===== src/rtl/pc_fetch_unit_pkg.sv =====
// rtl/pc_fetch_unit_pkg.sv - shared definitions for the fetch sequencer
//
// Purpose : state encoding and default widths shared by pc_fetch_unit
//           and its next-pc helper.
// Contents: fetch_state_t, PC_W_DEFAULT, START_ADDR_DEFAULT, CNT_W_DEFAULT,
//           satInc (saturating counter step).
package pc_fetch_unit_pkg;

  typedef enum logic [1:0] {
    IDLE  = 2'd0,
    RUN   = 2'd1,
    FLUSH = 2'd2,
    HALT  = 2'd3
  } fetch_state_t;

  localparam int PC_W_DEFAULT       = 10;
  localparam int START_ADDR_DEFAULT = 0;
  localparam int CNT_W_DEFAULT      = 16;

  // Saturating increment on a 32-bit container; caller passes the
  // all-ones value for its own width and truncates the result.
  function automatic logic [31:0] satInc(input logic [31:0] value,
                                         input logic [31:0] maxValue);
    satInc = (value == maxValue) ? value : value + 32'd1;
  endfunction

endpackage


===== src/rtl/pc_fetch_unit_pc_next_calc.sv =====
// rtl/pc_fetch_unit_pc_next_calc.sv - combinational next-pc calculation
//
// Purpose : computes the pc for the next RUN cycle: sequential increment,
//           PC-relative branch (signed 8-bit offset) or absolute target.
//           All arithmetic wraps modulo 2^PC_W.
// Ports   : pc            in  PC_W  current pc
//           branch_rel    in  1     1 = relative offset, 0 = absolute
//           branch_target in  8     offset or absolute address
//           take          in  1     branch or jump is taken
//           nextPc        out PC_W  pc for the next cycle
module pc_next_calc
  import pc_fetch_unit_pkg::*;
#(
  parameter int PC_W = PC_W_DEFAULT
) (
  input  logic [PC_W-1:0] pc,
  input  logic            branch_rel,
  input  logic [7:0]      branch_target,
  input  logic            take,
  output logic [PC_W-1:0] nextPc
);

  logic [PC_W-1:0] relOffset;
  logic [PC_W-1:0] absTarget;

  always_comb begin
    // Size cast of a signed operand sign-extends the offset to PC_W.
    relOffset = PC_W'($signed(branch_target));
    absTarget = PC_W'(branch_target);
    nextPc    = pc + PC_W'(1);
    if (take) begin
      nextPc = branch_rel ? (pc + relOffset) : absTarget;
    end
  end

endmodule


===== src/rtl/pc_fetch_unit.sv =====
// rtl/pc_fetch_unit.sv - program counter and fetch sequencer for the 8-bit core
//
// Purpose : drives the instruction-memory address, inserts a one-cycle
//           squash bubble after every taken branch/jump, handles start,
//           halt and stall, and counts cycles spent in RUN and FLUSH.
// Ports   : CLK           in  1     clock, rising edge
//           reset_n       in  1     asynchronous active-low reset
//           start         in  1     pulse: begin run at START_ADDR (IDLE/HALT only)
//           stall         in  1     hold pc, state and counter this cycle
//           branch_taken  in  1     qualified branch compare pass
//           jump          in  1     unconditional jump
//           branch_rel    in  1     1 = relative target, 0 = absolute
//           branch_target in  8     ALU result used as offset/address
//           halt_req      in  1     halt instruction seen by decode
//           pc            out PC_W  current fetch address
//           fetch_valid   out 1     pc is a valid fetch this cycle
//           done          out 1     program halted (level)
//           cycle_count   out CNT_W saturating RUN+FLUSH cycle count
module pc_fetch_unit
  import pc_fetch_unit_pkg::*;
#(
  parameter int PC_W       = PC_W_DEFAULT,
  parameter int START_ADDR = START_ADDR_DEFAULT,
  parameter int CNT_W      = CNT_W_DEFAULT
) (
  input  logic             CLK,
  input  logic             reset_n,
  input  logic             start,
  input  logic             stall,
  input  logic             branch_taken,
  input  logic             jump,
  input  logic             branch_rel,
  input  logic [7:0]       branch_target,
  input  logic             halt_req,
  output logic [PC_W-1:0]  pc,
  output logic             fetch_valid,
  output logic             done,
  output logic [CNT_W-1:0] cycle_count
);

  localparam logic [PC_W-1:0]  START_PC = PC_W'(START_ADDR);
  localparam logic [CNT_W-1:0] CNT_MAX  = '1;

  fetch_state_t     state;
  logic             take;
  logic [PC_W-1:0]  pcNext;
  logic [CNT_W-1:0] countNext;

  assign take      = branch_taken | jump;
  assign countNext = CNT_W'(satInc(32'(cycle_count), 32'(CNT_MAX)));

  pc_next_calc #(
    .PC_W(PC_W)
  ) uNextPc (
    .pc            (pc),
    .branch_rel    (branch_rel),
    .branch_target (branch_target),
    .take          (take),
    .nextPc        (pcNext)
  );

  // Outputs are registered alongside the state: fetch_valid and done are
  // written with the value belonging to the state being entered.
  always_ff @(posedge CLK or negedge reset_n) begin
    if (!reset_n) begin
      state       <= IDLE;
      pc          <= START_PC;
      fetch_valid <= 1'b0;
      done        <= 1'b0;
      cycle_count <= '0;
    end else begin
      case (state)
        IDLE, HALT: begin
          if (start) begin
            state       <= RUN;
            pc          <= START_PC;
            cycle_count <= '0;
            done        <= 1'b0;
            fetch_valid <= 1'b1;
          end
        end

        RUN: begin
          if (!stall) begin
            cycle_count <= countNext;
            if (halt_req) begin
              // Halt wins over any coincident branch; pc stays for readout.
              state       <= HALT;
              done        <= 1'b1;
              fetch_valid <= 1'b0;
            end else begin
              pc <= pcNext;
              if (take) begin
                state       <= FLUSH;
                fetch_valid <= 1'b0;
              end
            end
          end
        end

        FLUSH: begin
          // pc already holds the target; this cycle squashes the wrong-path
          // instruction and the target is fetched on return to RUN.
          if (!stall) begin
            cycle_count <= countNext;
            state       <= RUN;
            fetch_valid <= 1'b1;
          end
        end

        default: begin
          state       <= IDLE;
          fetch_valid <= 1'b0;
        end
      endcase
    end
  end

endmodule


===== config.mk =====
export PLATFORM = sky130hd
export DESIGN_NAME = pc_fetch_unit
export DESIGN_NICKNAME = d
export VERILOG_FILES = /design/src/rtl/pc_fetch_unit_pkg.sv /design/src/rtl/pc_fetch_unit_pc_next_calc.sv /design/src/rtl/pc_fetch_unit.sv
export SDC_FILE = /design/constraint.sdc
export NUM_CORES = 1
export LEC_CHECK = 0
export BUFFER_PORTS_ARGS = -buffer_cell sky130_fd_sc_hd__clkbuf_2
export CAP_MARGIN = 20
export CORE_AREA = 2 2 72 125
export DETAILED_ROUTE_END_ITERATION = 8
export DIE_AREA = 0 0 74 127
export PLACE_DENSITY_LB_ADDON = 0.05
export SYNTH_ARGS = -nofsm -noshare
export SYNTH_HDL_FRONTEND = slang
export SYNTH_SLANG_ARGS = --single-unit

===== constraint.sdc =====
create_clock -name CLK -period 3.77 [get_ports CLK]
set_input_delay 0.377 -clock CLK [delete_from_list [all_inputs] [get_ports CLK]]
set_output_delay 0.377 -clock CLK [all_outputs]
set_load 0.005 [all_outputs]

# After elaboration in Yosys (flattened, before gate mapping)
# Index checks and enable logic that the tools add are counted.
# word_totals
regBits	30
word_cells	55
input_bits	16
out_inout_bits	28
# classes
muxes	26
n_eq_ne	12
reduce_logical	8
add_sub_neg	3
n_bitwise	1
# op_table
operator	n
$mux 10	5
$mux 16	3
$pmux 16 s2	1
$pmux 10 s2	1
$add 16x1->16 const B	1
$eq 16x16->1 const B	1
$ne 2x2->1 const B	7
$reduce_and 4->1	3
$add 10x1->10 const B	1
$add 10x10->10	1
$mux 2	5
$mux 1	8
$pmux 2 s3	1
$eq 2x2->1 const B	2
$reduce_or 2->1	2
$ne 3x3->1 const B	1
$pmux 1 s3	1
$reduce_and 3->1	1
$eq 2x1->1 const B	1
$logic_not 2->1	1
$pmux 1 s2	1
$reduce_bool 2->1	1
$or 1x1->1	1

# Longest topological paths before layout
# Gate-level depths: netlist (run 1).
# depth
ltp_word	6
mapped_depth	9
ltp_nobuf	9

# Cells and area by module
# Synthesis (run 1) repeated with hierarchy kept, for this count alone.
# hier_totals
hier_cells	268
hier_area_um2	2331.0
# by_module_without_submodules
mod	seq_area_each_um2	instances	area_per_inst_um2	cells_per_inst
pc_fetch_unit	750.7	1	1626.6	172
pc_next_calc	0.0	1	704.4	96

# Worst setup path before layout (run 1)
# No wires, ideal clock.
# synth_path
kind	register to register
startpoint	register pc[0]
endpoint	register pc[8]
slack_ps	1536
setup_ps	139
path_stages_with_launch	10
required_time_ps	3631
period_less_slack_ps	2234
arrival_ps	2096
n_path_buf	0
cell_sequence	dfrtp_1 > ha_1 > inv_1 > fa_1 > nor2b_1 > o21ai_1 > a21oi_1 > o21ai_1 > nor4b_1 > or4_1
# synth_between
elab_chain_len	6
word_cells_on_any_way	7
cone_classes	add/sub (2); mux (5)
# synth_rtl
item	line_no	rtl
from (decl)	pc_fetch_unit.sv:35	output logic [PC_W-1:0] pc,
from (signal assigned)	pc_fetch_unit.sv:92	pc <= pcNext;
$add 10x10->10	pc_fetch_unit_pc_next_calc.sv:32	nextPc = branch_rel ? (pc + relOffset) : absTarget;
$mux 10	pc_fetch_unit_pc_next_calc.sv:32	
$mux 10 (*)	pc_fetch_unit_pc_next_calc.sv:31	if (take) begin
$mux 10 (*)	pc_fetch_unit.sv:86	if (halt_req) begin
$mux 10 (*)	pc_fetch_unit.sv:84	if (!stall) begin
$pmux 10 s2 (*)	pc_fetch_unit.sv:72	case (state)
# Every way passes the cells marked *; elsewhere a longest branch is shown, timed or not. The select of a mux whose other input is x is not followed.
# A chain may end at the register's enable or synchronous reset.

# Final worst setup path (run 1)
# Ends and elaborated chain as after synthesis.

==> results of run 1 <==
power by group through the flow:
stage	Combinational, mW	Sequential, mW	Clock (mW)
global route	0.762	0.514	0.434
CTS	0.674	0.496	0.423
finish	0.660	0.495	0.404
global placement	0.674	0.503	0
floorplan	0.461	0.481	0
detailed placement	0.670	0.501	0
final cells by class:
| class | instances | area (um^2) |
|---|---|---|
| Fill cell | 907 | 5650 |
| Multi-Input combinational cell | 210 | 1350 |
| Sequential cell | 30 | 751 |
| Timing Repair Buffer | 43 | 215 |
| Tap cell | 115 | 144 |
| Clock buffer | 7 | 143 |
| Inverter | 15 | 56.3 |
| Clock inverter | 1 | 5.00 |
flip-flops by register name, indices dropped and copies added (netlist names):
signal,cells
fetch_valid,1
pc,10
done,1
state,2
cycle_count,16
through the flow:
stage                     instances  hold WS [ps]  cell area [um^2]
final                           421           194              2660
after global routing            421           275              2660
after CTS                       421           230              2660
after detailed placement        413           512              2510
after global placement          413           504              2510
after floorplan                 261          81.4              2190
per-layer routing:
metal	wire length [um]	vias up	GRT usage (%)
li1	-	1043	-
met1	2510	999	16.3
met2	3470	46	26.6
met3	204	18	2.52
met4	248	0	8.13
met5	0	-	0
Yosys cell counts, types with 2 or more instances:
cell,n,area [um^2]
xor2_1,8,70.1
buf_6,2,22.5
a41oi_1,2,17.5
a32o_1,3,30.0
nand3b_1,2,15.0
o21ai_1,5,25.0
inv_1,15,56.3
mux2i_1,2,20.0
nand4_1,5,31.3
nand2b_1,2,12.5
clkbuf_1,2,7.51
o31ai_1,3,22.5
nand3_1,11,55.1
nand2_1,19,71.3
a21oi_1,13,65.1
nor3_1,5,25.0
dfrtp_1,30,751
or4_1,2,15.0
and2_1,2,12.5
ha_1,13,163
a31oi_1,3,18.8
a2111oi_0,2,17.5
a311oi_1,2,17.5
a21o_1,2,15.0
xnor2_1,8,70.1
o21ai_0,24,120
and3_1,10,62.6
a211oi_1,2,15.0
or3_1,3,18.8
nor2b_1,5,31.3
nor2_1,32,120
o21a_1,3,22.5
cell families (layout without fill, tap and decap cells):
logic type      after synthesis  after routing
mux                           3              3
flops                        30             30
simple gates                107            107
fa+ha+maj                    14             14
buf+inv                      21             66
xor+xnor                     16             16
compound gates               70             70
worst register-to-register path: cells and delay by family, from the launching register on:
| kind | cells | cell delay (ps) |
|---|---|---|
| adder cells (fa/ha/maj) | 2 | 640 |
| flip-flops | 1 | 440 |
| buffers and inverters | 1 | 70 |
| AO/OA/AOI/OAI | 3 | 450 |
| AND/OR/NAND/NOR | 3 | 750 |
worst paths after layout:
| kind | from | to | cells after the start |
|---|---|---|---|
| min | reset_n | fetch_valid | 1 |
| max in group asynchronous | reset_n | cycle_count[13] | 1 |
| max | pc[0] | pc[8] | 9 |
| min in group CLK | halt_req | done | 3 |
| max reg2reg | pc[0] | pc[8] | 9 |
| min reg2reg | fetch_valid | fetch_valid | 2 |
==> results.ini, run 1 <==
[outcome]
status=finished, final reports clean

[die]
num_io_pins=44
initial_utilization_pct=26.4
core.rowCount=44
coreArea_um2=8310
chipHeight_um=127
die_x_um=74
die_area_um2=9400

[cts]
cts_tree=yes
cts_resized=0
clockBufferDepth=2
ctsHoldBuffers=0
cts_setup_buffers=0
cts_root_buf=clkbuf_16
worstSkewPairLatency_ps=280
clk_pin_slew_ps=50
cts_htree_levels=2
clock-sinks=30
cts_buffers=5

[finish]
layout_commonest_cell=clkbuf_2
drive_above_1_share_pct=18.0
fin_util_pct=32.0
antenna_cells=0
syn_to_final_growth_pct=21.3
nets=335
final_cell_mix=43 x clkbuf_2, 32 x nor2_1, 30 x dfrtp_1

[setup_path]
cp_top_family=simple AND/OR/NAND/NOR gates
end_kind=flip-flop
max_stage_delay_ps=470
path_class=reg2reg
path_max_fanout=7
worstPathRequired_ps=3920
crit_chain=ha_1 > inv_1 > fa_1 > nor2b_1 > o21ai_1 > a21oi_1 > o21ai_1 > nor4b_1 > or4_1
cp.arrival_ps=2610
critPathLaunchType=flip-flop
r2r_slack_ps=1300
crit_buf_inv=1
worst_path_max_delay_cell=or4_1
critPathMostFrequentCell=o21ai_1

[routing]
dr.pass1.iters=4
viasPerCell=5.00
dr_total_vias=2106
route.detailed.drc=0
routedWlPerCell_um=15.3
wl_mm=6.43
drtAntennaViolNets=0
dr.first_iter.drc_count=117

[sta]
final.period_utilization_pct=65.4
slew_headroom_pct=44.1
maxSlewViolCount=0
final-hold-violation-count=0
skew_ps=6.96
setup_ws_ps=1300
max_slew.worst_pin.slew_ps=838
fmaxAchievable_ghz=0.406
setup_viol=0
setup_tns_ps=0
rsz0062_at_grt=false
layout_min_cycle_time_ps=2470

[pwr]
combPwrFrac_pct=42.3
p_sw_share_pct=40.1
ir_drop_v=0.000428
pwr_density_cell_nw_per_um2=586
total_power_mw=1.56
seqPwrFrac_pct=31.8
internal_power_uw=934
leakagePower_nw=1.23
p_clk_share_pct=25.9
switching_power_uw=625

[global_routing]
grt-ovfl-total=0
grt_pass1_wl_mm=10.7
grt_pass1_vias=2105
track_usage_pct=15.0
grt_start_max_net_pins=31
antenna_found_initial=0

[job]
cap_violations=0

[synth]
synthMuxAreaShare_pct=1.43
synth_edf_count=0
yosys.area_share.xor_xnor_pct=6.39
synth-compound-area-share_pct=20.1
seq_area_frac_synth_pct=34.2
synthFlopType=dfrtp_1
syn_area_um2=2190
synth-seq-cells=30
async_flop_share_pct=100
yosysWarnings=0
avgSynthCellArea_um2=8.41
yosys.area_share.simple_pct=25.3
postSynthCellCount=261
ys_types=51
synth_top_family_by_area=simple AND/OR/NAND/NOR gates
synth_fa_ha_area_share_pct=8.32
synth_nets=291

[place]
finalWeightedCongestion=0.824
port_buffers=43
place.detailed.hpwl_mm=5.04
dp_worst_setup_slack_ps=1280

[worst_hold_path]
hold_path_class=in2async

Note: power is estimated with default switching activity, not from simulation.
==> run 2: changes to the inputs <==
--- a/config.mk
+++ b/config.mk
@@ -5,11 +5,12 @@
 export SDC_FILE = /design/constraint.sdc
 export NUM_CORES = 1
 export LEC_CHECK = 0
+export ABC_AREA = 1
 export BUFFER_PORTS_ARGS = -buffer_cell sky130_fd_sc_hd__clkbuf_2
 export CAP_MARGIN = 20
-export CORE_AREA = 2 2 72 125
+export CORE_AREA = 2 2 75 131
 export DETAILED_ROUTE_END_ITERATION = 8
-export DIE_AREA = 0 0 74 127
+export DIE_AREA = 0 0 77 133
 export PLACE_DENSITY_LB_ADDON = 0.05
 export SYNTH_ARGS = -nofsm -noshare
 export SYNTH_HDL_FRONTEND = slang
==> constraint.sdc (replaced) <==
create_clock -name CLK -period 2 [get_ports CLK]
set_input_delay 0.2 -clock CLK [delete_from_list [all_inputs] [get_ports CLK]]
set_output_delay 0.2 -clock CLK [all_outputs]
set_load 0.005 [all_outputs]
==> run 2 against run 1 <==
  * Final area is 16% higher
  * Clock skew fell by 0.73 ps
  * Utilization grew 1.2 points
  * Worst hold slack improved by 27 ps
  * First-iteration DRC count fell by 5.1%
  * Highest routed layer unchanged
  * Largest cell class unchanged
  * Maximum frequency rose by 37%
  * Routed wire length increased by 27%
==> results.ini, run 2 <==
[synth]
synthFlopType=dfrtp_1
synth_edf_count=0
synth_nets=399
yosys.area.top_type=dfrtp_1
seq_area_frac_synth_pct=31.1
avgSynthCellArea_um2=6.55
postSynthCellCount=369
synth.top_cells.by_count=106 x nand2_1, 44 x nor2_1, 43 x inv_1
syn_area_um2=2420
yosysMostFrequentCell=nand2_1
synth-seq-cells=30
synthTopCellsByArea=dfrtp_1 31%, nand2_1 16%, nand3_1 7.5%
async_flop_share_pct=100
ys_types=29
synth_top_cell_area_share_pct=31.1
yosysWarnings=0

[pwr]
leakagePower_nw=1.59
total_power_mw=3.78
ir_drop_v=0.000482
pwr_density_cell_nw_per_um2=1220

[finish]
fin_util_pct=33.3
reg_top3=cycle_count (16), pc (10), state (2)
multi_input_comb_area_um2=1460
syn_to_final_growth_pct=27.8
top_register=cycle_count
largest_register_ffs=16
seqCellArea_um2=752
nets=467
antenna_cells=0
fill_cells=1106
drive_above_1_share_pct=19.7
layout_commonest_cell=nand2_1
final_cell_mix=106 x nand2_1, 44 x nor2_1, 43 x inv_1, 43 x clkbuf_2, 36 x nand3_1

[sta]
rsz0062_at_grt=false
setup_ws_ps=198
fmaxAchievable_ghz=0.555
maxSlewViolCount=0
slew_headroom_pct=64.6
final.period_utilization_pct=90.1
max_slew.worst_pin.slew_ps=527
final-hold-violation-count=0
layout_min_cycle_time_ps=1800
skew_ps=6.23
setup_viol=0
setup_tns_ps=0
holdWs_ps=221

[outcome]
status=finished, final reports clean

[setup_path]
crit_chain=ha_1 > nand2_1 > nor2_1 > nand3_1 > nand3_1 > nand2_1 > nand3_1 > nand2_1 > nand2_1 > nand2_1
worstPathRequired_ps=2170
worst_path_max_delay_cell=dfrtp_1
critPathMostFrequentCell=nand2_1
r2r_slack_ps=200
end_kind=flip-flop
path_class=reg2reg
critPathLaunchType=flip-flop
cp.arrival_ps=1970
max_stage_delay_ps=410
cp_top_family=simple AND/OR/NAND/NOR gates
path_max_fanout=6
crit_buf_inv=0

[global_routing]
use_met3_pct=2.32
grt-ovfl-total=0
antenna_found_initial=0
grt_start_max_net_pins=31
grt_pass1_wl_mm=13.3
grt_pass1_vias=2631
grt_busiest_layer=met2
gr-usage-met2_pct=34.0
track_usage_pct=16.9
met1_usage_pct=16.5

[cts]
cts_tree=yes
cts_root_buf=clkbuf_16
clk_pin_slew_ps=50
clockBufferDepth=2
cts_htree_levels=2
cts_buffers=5
cts_setup_buffers=0
clock-sinks=30
worstSkewPairLatency_ps=280

[die]
core.rowCount=47
die_x_um=77
initial_utilization_pct=26.0
num_io_pins=44
chipHeight_um=133
coreArea_um2=9290
die_area_um2=10200

[place]
port_buffers=43
finalWeightedCongestion=0.837
place.detailed.hpwl_mm=6.66
dp_worst_setup_slack_ps=180

[routing]
wl_mm=8.17
dr_total_vias=2549
drtAntennaViolNets=0
dr.pass1.iters=4
dr.first_iter.drc_count=111
routedWlPerCell_um=14.6
viasPerCell=4.57
route.detailed.drc=0

[job]
cap_violations=0

[worst_hold_path]
hold_path_class=in2reg

==> run 2: cell count changes in the layout (fill, tap and decap cells not counted), sizes merged, moves of 8 or more <==
cell / change
nand2: +89
inv: +31
buf: +24
nand3: +24
nor2: +13
and3: -10
a21oi: +8
==> run 2: metal layers <==
| layer | share of wire, % | up-vias |
|---|---|---|
| met2 | 58 | 39 |
| li1 | - | 1328 |
| met5 | 0 | - |
| met4 | 3.7 | 0 |
| met1 | 36 | 1168 |
| met3 | 2.4 | 14 |
==> run 2: final timing paths <==
check,startpoint,to,cells past startpoint
min reg2reg,fetch_valid,fetch_valid,2
max reg2reg,pc[2],pc[9],10
min,halt_req,done,3
max in group asynchronous,reset_n,pc[1],3
min in group asynchronous,reset_n,cycle_count[0],3
max,pc[2],pc[9],10
==> run 2: cell families after synthesis <==
kind of cell,after synthesis,share of synthesized area (%)
fa+ha+maj,14,7.56
compound gates,49,11.0
buf+inv,53,8.70
xor+xnor,13,4.71
flops,30,31.1
simple gates,210,37.0
==> run 2: tightest hold or removal path, delay by kind of cell <==
| kind | cells | cell delay [ps] |
|---|---|---|
| buf+inv | 1 | 90 |
| simple gates | 1 | 80 |
| compound gates | 1 | 90 |
==> run 2: final cells by class <==
type / instances / share of cell area [%]
clock buffers: 6 / 4.49
inverters: 46 / 5.59
multi-input cells: 286 / 47.1
flip-flops and latches: 30 / 24.3
well taps: 122 / 4.94
repair buffers: 68 / 13.5
==> run 2: metrics by stage <==
stage	instance area, um^2	instances
4_1_cts	3090	558
3_3_place_gp	2940	551
5_1_grt	3090	558
2_1_floorplan	2420	369
3_5_place_dp	2940	551
6_report	3090	558
==> run 2: where the power goes <==
part	total [mW]	switching, mW	internal [mW]
logic	2.11	1.28	0.831
registers	0.913	0.139	0.774
clock network	0.757	0.276	0.481
total	3.78	1.70	2.09
==> run 2: repair_timing <==
action | 4_1_cts | 5_1_grt
resized for setup | 0 | 1
hold endpoints to repair | 30 | 0
hold buffers | 1 | 0
endpoints found under the setup margin | 0 | 1
